## config.mk

```make
export PLATFORM = sky130hd
export DESIGN_NAME = platform_spawner
export DESIGN_NICKNAME = d
export VERILOG_FILES = /design/src/rtl/platform_spawner.sv
export SDC_FILE = /design/constraint.sdc
export NUM_CORES = 1
export LEC_CHECK = 0
export ABC_AREA = 1
export ABC_CLOCK_PERIOD_IN_PS = 7250
export CAP_MARGIN = 10
export CORE_ASPECT_RATIO = 0.9
export CORE_UTILIZATION = 38
export DETAILED_ROUTE_END_ITERATION = 8
export SYNTH_ARGS = -nofsm -noshare
export SYNTH_HDL_FRONTEND = slang
export SYNTH_SLANG_ARGS = --single-unit
export TNS_END_PERCENT = 30
```

## constraint.sdc

```tcl
create_clock -name Clk -period 7.25 [get_ports Clk]
set_clock_uncertainty 0.1 [all_clocks]
set_input_delay 1.45 -clock Clk [delete_from_list [all_inputs] [get_ports Clk]]
set_output_delay 1.45 -clock Clk [all_outputs]
set_load 0.01 [all_outputs]
```

## src/rtl/platform_spawner.sv

```systemverilog
`timescale 1ns/1ps
// -----------------------------------------------------------------------------
// platform_spawner
//
// Keeps a table of NUM_PLAT platform slots (x, y, valid) for the game screen.
//   * start      : fills every slot, one per clock, with a random x taken from
//                  the LFSR and y = slot * SPACING.
//   * scroll_req : walks the table one slot per clock, moving every valid
//                  platform down by dy. A platform that falls off the bottom
//                  comes back at the top (y wraps modulo SCREEN_H) with a fresh
//                  random x, and respawn_cnt counts it.
//   * The drawing logic reads any slot through a combinational read port.
//
// Ports:
//   Clk          in   1      system clock
//   Reset        in   1      asynchronous active-high reset
//   rand_in      in   9      LFSR word, new value every clock
//   start        in   1      request a full table fill
//   scroll_req   in   1      request a scroll pass
//   scroll_dy    in   10     scroll distance, sampled with scroll_req
//   rd_idx       in   PW     slot select for the read port
//   rd_x         out  10     x of the selected slot
//   rd_y         out  10     y of the selected slot
//   rd_valid     out  1      valid bit of the selected slot
//   busy         out  1      high whenever a fill or scroll pass is running
//   done         out  1      one-cycle pulse in the first idle cycle after a pass
//   respawn_cnt  out  8      number of respawns, wraps 255 -> 0
// -----------------------------------------------------------------------------
module platform_spawner #(
  parameter int NUM_PLAT = 8,
  parameter int SPACING  = 60,
  parameter int SCREEN_H = 480,
  parameter int X_MAX    = 575,
  localparam int PW      = $clog2(NUM_PLAT)
) (
  input  logic          Clk,
  input  logic          Reset,
  input  logic [8:0]    rand_in,
  input  logic          start,
  input  logic          scroll_req,
  input  logic [9:0]    scroll_dy,
  input  logic [PW-1:0] rd_idx,
  output logic [9:0]    rd_x,
  output logic [9:0]    rd_y,
  output logic          rd_valid,
  output logic          busy,
  output logic          done,
  output logic [7:0]    respawn_cnt
);

  typedef enum logic [1:0] {
    S_IDLE   = 2'd0,
    S_FILL   = 2'd1,
    S_SCROLL = 2'd2
  } state_t;

  localparam logic [PW-1:0] LAST_PTR = PW'(NUM_PLAT - 1);
  localparam logic [10:0]   SH11     = 11'(SCREEN_H);
  localparam logic [9:0]    DY_MAX   = 10'(SCREEN_H - 1);

  // Fold an LFSR word into the legal x range [0, X_MAX]. Values above X_MAX
  // are shifted down by one screen-width worth rather than clipped, so the
  // top of the random range does not pile up on the right edge.
  function automatic logic [9:0] remap(input logic [8:0] r);
    logic [9:0] v;
    v = {1'b0, r};
    if (v <= 10'(X_MAX))
      remap = v;
    else
      remap = v - 10'(X_MAX + 1);
  endfunction

  // Scroll distances of a full screen or more would wrap more than once;
  // limit to one screen height minus one.
  function automatic logic [9:0] clamp_dy(input logic [9:0] dy);
    if (dy > DY_MAX)
      clamp_dy = DY_MAX;
    else
      clamp_dy = dy;
  endfunction

  state_t                r_state;
  state_t                w_next;
  logic [PW-1:0]         r_ptr;
  logic [9:0]            r_dy;
  logic [9:0]            r_x [NUM_PLAT];
  logic [9:0]            r_y [NUM_PLAT];
  logic [NUM_PLAT-1:0]   r_valid;
  logic                  r_done;
  logic [7:0]            r_cnt;

  logic                  w_last;
  logic [9:0]            w_rmx;
  logic [9:0]            w_fill_y;
  logic [10:0]           w_sum;
  logic                  w_wrap;
  logic [9:0]            w_wrap_y;
  logic [9:0]            w_sum_y;

  assign w_last   = (r_ptr == LAST_PTR);
  assign w_rmx    = remap(rand_in);
  assign w_fill_y = 10'(int'(r_ptr) * SPACING);

  // 11-bit sum so y + dy cannot overflow before the wrap test.
  assign w_sum    = {1'b0, r_y[r_ptr]} + {1'b0, r_dy};
  assign w_wrap   = (w_sum >= SH11);
  assign w_wrap_y = 10'(w_sum - SH11);
  assign w_sum_y  = 10'(w_sum);

  // ---------------------------------------------------------------------------
  // FSM: state register
  // ---------------------------------------------------------------------------
  always_ff @(posedge Clk or posedge Reset) begin
    if (Reset)
      r_state <= S_IDLE;
    else
      r_state <= w_next;
  end

  // ---------------------------------------------------------------------------
  // FSM: next-state logic. start has priority over scroll_req; requests that
  // arrive outside IDLE are simply not looked at.
  // ---------------------------------------------------------------------------
  always_comb begin
    w_next = r_state;
    case (r_state)
      S_IDLE: begin
        if (start)
          w_next = S_FILL;
        else if (scroll_req)
          w_next = S_SCROLL;
      end
      S_FILL, S_SCROLL: begin
        if (w_last)
          w_next = S_IDLE;
      end
      default: w_next = S_IDLE;
    endcase
  end

  // ---------------------------------------------------------------------------
  // FSM: outputs
  // ---------------------------------------------------------------------------
  always_comb begin
    busy = (r_state != S_IDLE);
    done = r_done;
  end

  // ---------------------------------------------------------------------------
  // Slot table, pointer, scroll distance and respawn counter
  // ---------------------------------------------------------------------------
  always_ff @(posedge Clk or posedge Reset) begin
    if (Reset) begin
      r_ptr   <= '0;
      r_dy    <= '0;
      r_valid <= '0;
      r_done  <= 1'b0;
      r_cnt   <= '0;
      for (int i = 0; i < NUM_PLAT; i++) begin
        r_x[i] <= '0;
        r_y[i] <= '0;
      end
    end else begin
      // The final slot write and the return to IDLE share an edge, so done
      // lands in the first idle cycle.
      r_done <= (r_state != S_IDLE) && w_last;
      case (r_state)
        S_IDLE: begin
          r_ptr <= '0;
          if (!start && scroll_req)
            r_dy <= clamp_dy(scroll_dy);
        end
        S_FILL: begin
          r_x[r_ptr]     <= w_rmx;
          r_y[r_ptr]     <= w_fill_y;
          r_valid[r_ptr] <= 1'b1;
          r_ptr          <= r_ptr + 1'b1;
        end
        S_SCROLL: begin
          if (r_valid[r_ptr]) begin
            if (w_wrap) begin
              r_y[r_ptr] <= w_wrap_y;
              r_x[r_ptr] <= w_rmx;
              r_cnt      <= r_cnt + 8'd1;
            end else begin
              r_y[r_ptr] <= w_sum_y;
            end
          end
          r_ptr <= r_ptr + 1'b1;
        end
        default: r_ptr <= '0;
      endcase
    end
  end

  // ---------------------------------------------------------------------------
  // Read port: straight from the table, no latency
  // ---------------------------------------------------------------------------
  assign rd_x        = r_x[rd_idx];
  assign rd_y        = r_y[rd_idx];
  assign rd_valid    = r_valid[rd_idx];
  assign respawn_cnt = r_cnt;

endmodule

```

After elaboration in Yosys (flattened, before gate mapping). Index checks and enable logic that the tools add are counted.

Logic and storage cells: 95. Bits in registers: 192.

Eq/ne operators: 7. Bitwise gates (word level): 3. Reduce and logical (&&, ||, !) cells: 14. $lt $le $gt $ge: 9. Multipliers: 1. Add/sub/neg operators: 5. Mux-type cells: 34.

Operators with widths (count): bitwise mux 80 bit (4); two-way mux 80 bit (4); one-hot mux 80 bit (2 select lines) (2); binary-select mux 10 bit (select 3 bit) (3); two-way mux 10 bit (9); demux 10 bit (select 3 bit) (1); adder 10 x 10 -> 11 bit (1); greater-or-equal comparator 11 x 9 -> 1 bit (second input constant) (1); greater-than comparator 10 x 9 -> 1 bit (second input constant) (1); <= comparator 9 x 10 -> 1 bit (second input constant) (1); subtractor 10 x 9 -> 10 bit (second input constant) (1); subtractor 9 x 10 -> 10 bit (second input constant) (1); adder 8 x 1 -> 8 bit (second input constant) (1); greater-or-equal comparator 4 bit (second input constant) (2); < comparator 3 x 4 -> 1 bit (second input constant) (2); NOT 3 -> 4 bit (2); OR 8 bit (1); multiplier 3 x 4 -> 7 bit (second input constant) (1); binary-select mux 1 bit (select 3 bit) (2); two-way mux 2 bit (3); AND reduction 2 bit (3); AND reduction 3 bit (2); logical AND 1 bit (4); < comparator 4 x 1 -> 1 bit (second input constant) (1); 16 further kinds (20).

Depth between registers and ports, before layout.
Depth in word-level cells: 10. Mapped depth: 26.

Worst setup path after synthesis. Ideal clock, no wire load.

Kind: input to output. Start point: in rd_idx[0]. End point: out rd_x[5]. Data arrival time: 2.686 ns. Setup slack: 3.014 ns. Path buffers: 3. Required time: 5.700 ns. Stages: 8. Path through: clkbuf_1 inv_1 clkbuf_1 clkbuf_1 nor2_1 o22ai_1 nor2_1 a31oi_1.

Longest elaborated chain between the ends: 4.

RTL lines: start: declaration (line 42) `input logic [PW-1:0] rd_idx,`; NOT 3 -> 4 bit (implied by the code) (line 199) `assign rd_x = r_x[rd_idx];`; binary-select mux 10 bit (select 3 bit) (line 199); two-way mux 10 bit (implied by the code) (2 in series) (line 199); end: declaration (line 43) `output logic [9:0] rd_x,`.

No other way between the ends. The select of a mux whose other input is x is not followed.

Final worst setup path.
Start point: in rd_idx[2]. End point: out rd_x[7].

The elaborated chain is that of the path after synthesis.

==> flow_metrics.py <==
metrics = {
    "global_routing": {
        "grt_max_degree": 137,
        "grt_use_total": 0.216,
        "grt_pass1_vias": 8727,
        "overflow": 0,
        "grt_pass1_wl_microns": 48200,
        "antenna_found_initial": 0,
    },
    "sta": {
        "rsz0062_at_grt": "false",
        "slew_headroom": 0.357,
        "setup_violations": 0,
        "max_freq_mhz": 186,
        "tightestPinTransition_ns": 0.964,
        "post-route-period-util": 0.740,
        "period_minus_slack_ns": 5.37,
        "finalHoldViolations": 0,
        "drv_slew": 0,
        "finalSetupTns_ns": 0,
        "worst_hold_slack_ns": 0.381,
    },
    "synth": {
        "synth.net_count": 1433,
        "yosys_warnings": 0,
        "synth.distinct_cells": 43,
        "netlist_instances": 1378,
        "ys_ff_latch": 184,
        "synth-seq-area-share": 0.438,
        "ys.flop_type": "dfrtp_1",
        "async_reset_ff_frac": 1.00,
        "synth_edf_count": 0,
        "syn_area_sq_mm": 0.0105,
        "synth.avg_cell_area_sq_um": 7.63,
    },
    "power": {
        "power_density_mw_per_mm2": 436,
        "power.total_mw": 5.18,
        "cellLeakagePower_nw": 5.69,
        "peakVddDrop_v": 0.000213,
    },
    "routing": {
        "top_layer_used": "met4",
        "wl_met2_microns": 12600,
        "antenna_left": 0,
        "firstDrtPassIters": 5,
        "num_vias": 9199,
        "viasPerCell": 5.22,
        "wl_met1_microns": 14500,
        "post-route-drc-count": 0,
        "drt_iter0_markers": 966,
        "wl_per_cell_microns": 16.5,
        "wl_met3_microns": 1390,
        "wl_microns": 29200,
    },
    "worst_setup_path": {
        "reg2regPathDepth": 20,
        "rr_startpoint": "r_ptr[2]",
        "r2r-end": "respawn_cnt[4]",
        "crit_end": "rd_x[7]",
        "cpLargestDelayFamily": "buffers and inverters",
        "end_kind": "output port",
        "cp.required_ns": 5.70,
        "worstSetupPathType": "in -> out",
        "critPathBufInv": 4,
        "path_common_cell": "clkdlybuf4s50_1",
        "crit_path_start": "rd_idx[2]",
        "crit_path_max_fanout": 22,
        "worstPathArrival_ns": 3.82,
        "cp.depth": 5,
        "worstSetupStartpointType": "input port",
        "ff2ff_setup_slack_ns": 2.13,
        "crit_slowest_cell": "clkdlybuf4s50_1",
        "cp_cell_sequence": "clkdlybuf4s50_1 > clkinv_1 > buf_4 > a31oi_1 > clkdlybuf4s50_1",
        "critPathMaxStageDelay_ns": 0.67,
    },
    "clock_tree": {
        "cts_resized": 0,
        "post_cts.repair.setup_buffers": 0,
        "postCtsHoldBufs": 0,
        "cts.sinks": 184,
        "cts_buffers": 17,
        "cts_tree": "yes",
        "cts-root-buf": "clkbuf_16",
        "clk_pin_slew_ns": 0.08,
        "htree_levels": 4,
        "clkLatencyLatePin_ns": 0.45,
        "cts_buffer_depth": 2,
    },
    "cells_and_area": {
        "syn_to_final_growth_pct": 13.1,
        "regArea_sq_mm": 0.00461,
        "multi_input_area_sq_mm": 0.00510,
        "drive_gt1_frac": 0.0759,
        "n_fill_cell": 2773,
        "n_antenna_cell": 0,
        "fin_nets": 1451,
    },
    "floorplanning": {
        "start_util": 0.388,
        "die_height_microns": 160,
        "die-area_sq_mm": 0.0283,
        "die_w_microns": 177,
        "io_pins": 57,
        "coreArea_sq_mm": 0.0271,
        "rows": 57,
    },
    "min_path": {
        "hold_class": "reg -> reg",
    },
    "place": {
        "portBuffers": 55,
        "place_congestion": 0.823,
        "dp_hpwl_microns": 19300,
    },
    "status": {
        "status": "finished clean",
    },
    "run": {
        "drv_cap": 0,
    },
}
## layout make-up
type / instances / share of cell area
multi-input cells: 1004 / 0.429
flip-flops and latches: 184 / 0.388
repair buffers: 66 / 0.0525
inverters: 123 / 0.0395
well taps: 354 / 0.0373
clock buffers: 17 / 0.0358
clock inverters: 15 / 0.0179
## placed cells by master, fill, tap and decap left out, types with 2 or more instances in the layout
cell and n:
clkdlybuf4s50_1 53, o21ai_0 156, nand2_4 6, a31oi_1 32
inv_12 5, o21ai_1 67, clkinv_4 2, xnor2_1 4
nand3_4 9, inv_2 5, nand3b_1 2, clkbuf_16 17
o21bai_1 5, dfrtp_1 183, clkinv_8 6, nand4_1 12
nor2_2 2, ha_1 25, fa_1 4, inv_1 113
nor2_8 2, buf_2 2, nor3_1 2, a21oi_1 90
o22ai_1 10, nand2_2 12, buf_4 11, xor2_1 4
clkinv_1 4, nand3_1 11, nor2_1 152, o211ai_1 12
o21ai_2 8, nand3_2 9, nand2_1 358
## stage by stage
| stage | cell area [sq um] | util | cells | worst slack [ns] |
|---|---|---|---|---|
| detailed placement | 11200 | 0.415 | 1731 | 1.94 |
| finish | 11900 | 0.438 | 1763 | 1.88 |
| global route | 11900 | 0.438 | 1763 | 1.74 |
| global placement | 11200 | 0.415 | 1731 | 1.98 |
| CTS | 11900 | 0.438 | 1763 | 1.92 |
| floorplan | 10500 | - | 1378 | 0.700 |
## cells in the mapped netlist (2+ instances only)
| cell type | number | share of area |
|---|---|---|
| a31oi_1 | 32 | 0.019 |
| o21ai_2 | 8 | 0.0067 |
| nand4_1 | 12 | 0.0071 |
| o22ai_1 | 10 | 0.0060 |
| xnor2_1 | 4 | 0.0033 |
| nand2_4 | 6 | 0.0064 |
| inv_1 | 115 | 0.041 |
| buf_1 | 2 | 0.00071 |
| clkinv_1 | 4 | 0.0014 |
| nand3_1 | 11 | 0.0052 |
| nand3_2 | 9 | 0.0086 |
| buf_6 | 9 | 0.0096 |
| dfrtp_1 | 184 | 0.44 |
| nor2_1 | 152 | 0.054 |
| xor2_1 | 4 | 0.0033 |
| nand3b_1 | 2 | 0.0014 |
| o21ai_0 | 156 | 0.074 |
| fa_1 | 4 | 0.0076 |
| nand2_2 | 12 | 0.0071 |
| clkbuf_1 | 42 | 0.015 |
| buf_4 | 2 | 0.0014 |
| o21bai_1 | 5 | 0.0036 |
| inv_2 | 4 | 0.0014 |
| nor3_1 | 2 | 0.00095 |
| o211ai_1 | 12 | 0.0086 |
| a21oi_1 | 90 | 0.043 |
| ha_1 | 25 | 0.030 |
| nand2_1 | 358 | 0.13 |
| nor2_2 | 2 | 0.0012 |
| nor2_8 | 2 | 0.0038 |
| nand3_4 | 9 | 0.015 |
| buf_2 | 12 | 0.0057 |
| o21ai_1 | 67 | 0.032 |
## worst min-delay path by stage
stage,from,slack [ns],cells past startpoint,to
floorplan,r_valid[2],0.34,2,r_valid[2]
global placement,r_valid[6],0.36,2,r_valid[6]
detailed placement,r_x[41],0.36,2,r_x[41]
CTS,r_valid[6],0.38,2,r_valid[6]
global route,r_y[47],0.40,2,r_y[47]
finish,r_valid[5],0.38,2,r_valid[5]
## cells by family after synthesis
kind of cell / synth area share
compound gates: 0.196
xor+xnor: 0.00822
fa+ha+maj: 0.0374
buf+inv: 0.0764
flops: 0.438
other cells: 0.000357
simple gates: 0.243
## flip-flops by register name (all words and copies together), names as in the netlist
name / count
r_y: 80
r_ptr: 3
r_x: 72
r_dy: 10
respawn_cnt: 8
r_state: 2
r_valid: 8
done: 1
## where the power goes
group / switching, mW / internal, mW
registers: 0.191 / 1.35
logic: 1.79 / 0.869
clock network: 0.508 / 0.481
## worst reg2reg max path, delay by kind of cell (launching register included)
family | cells | cell delay (ns)
adders and majority gates | 3 | 0.95
AOI/OAI and AO/OA | 1 | 0.54
DFF | 1 | 0.77
and+or+nand+nor | 12 | 1.56
buffers and inverters | 4 | 1.10
## per-layer routing
metal | track usage | vias to the layer above
met1 | 0.323 | 4349
met3 | 0.0326 | 31
met2 | 0.320 | 262
met5 | 0 | -
met4 | 0.0653 | 0
li1 | - | 4557
Note: power is estimated with default switching activity, not from simulation.
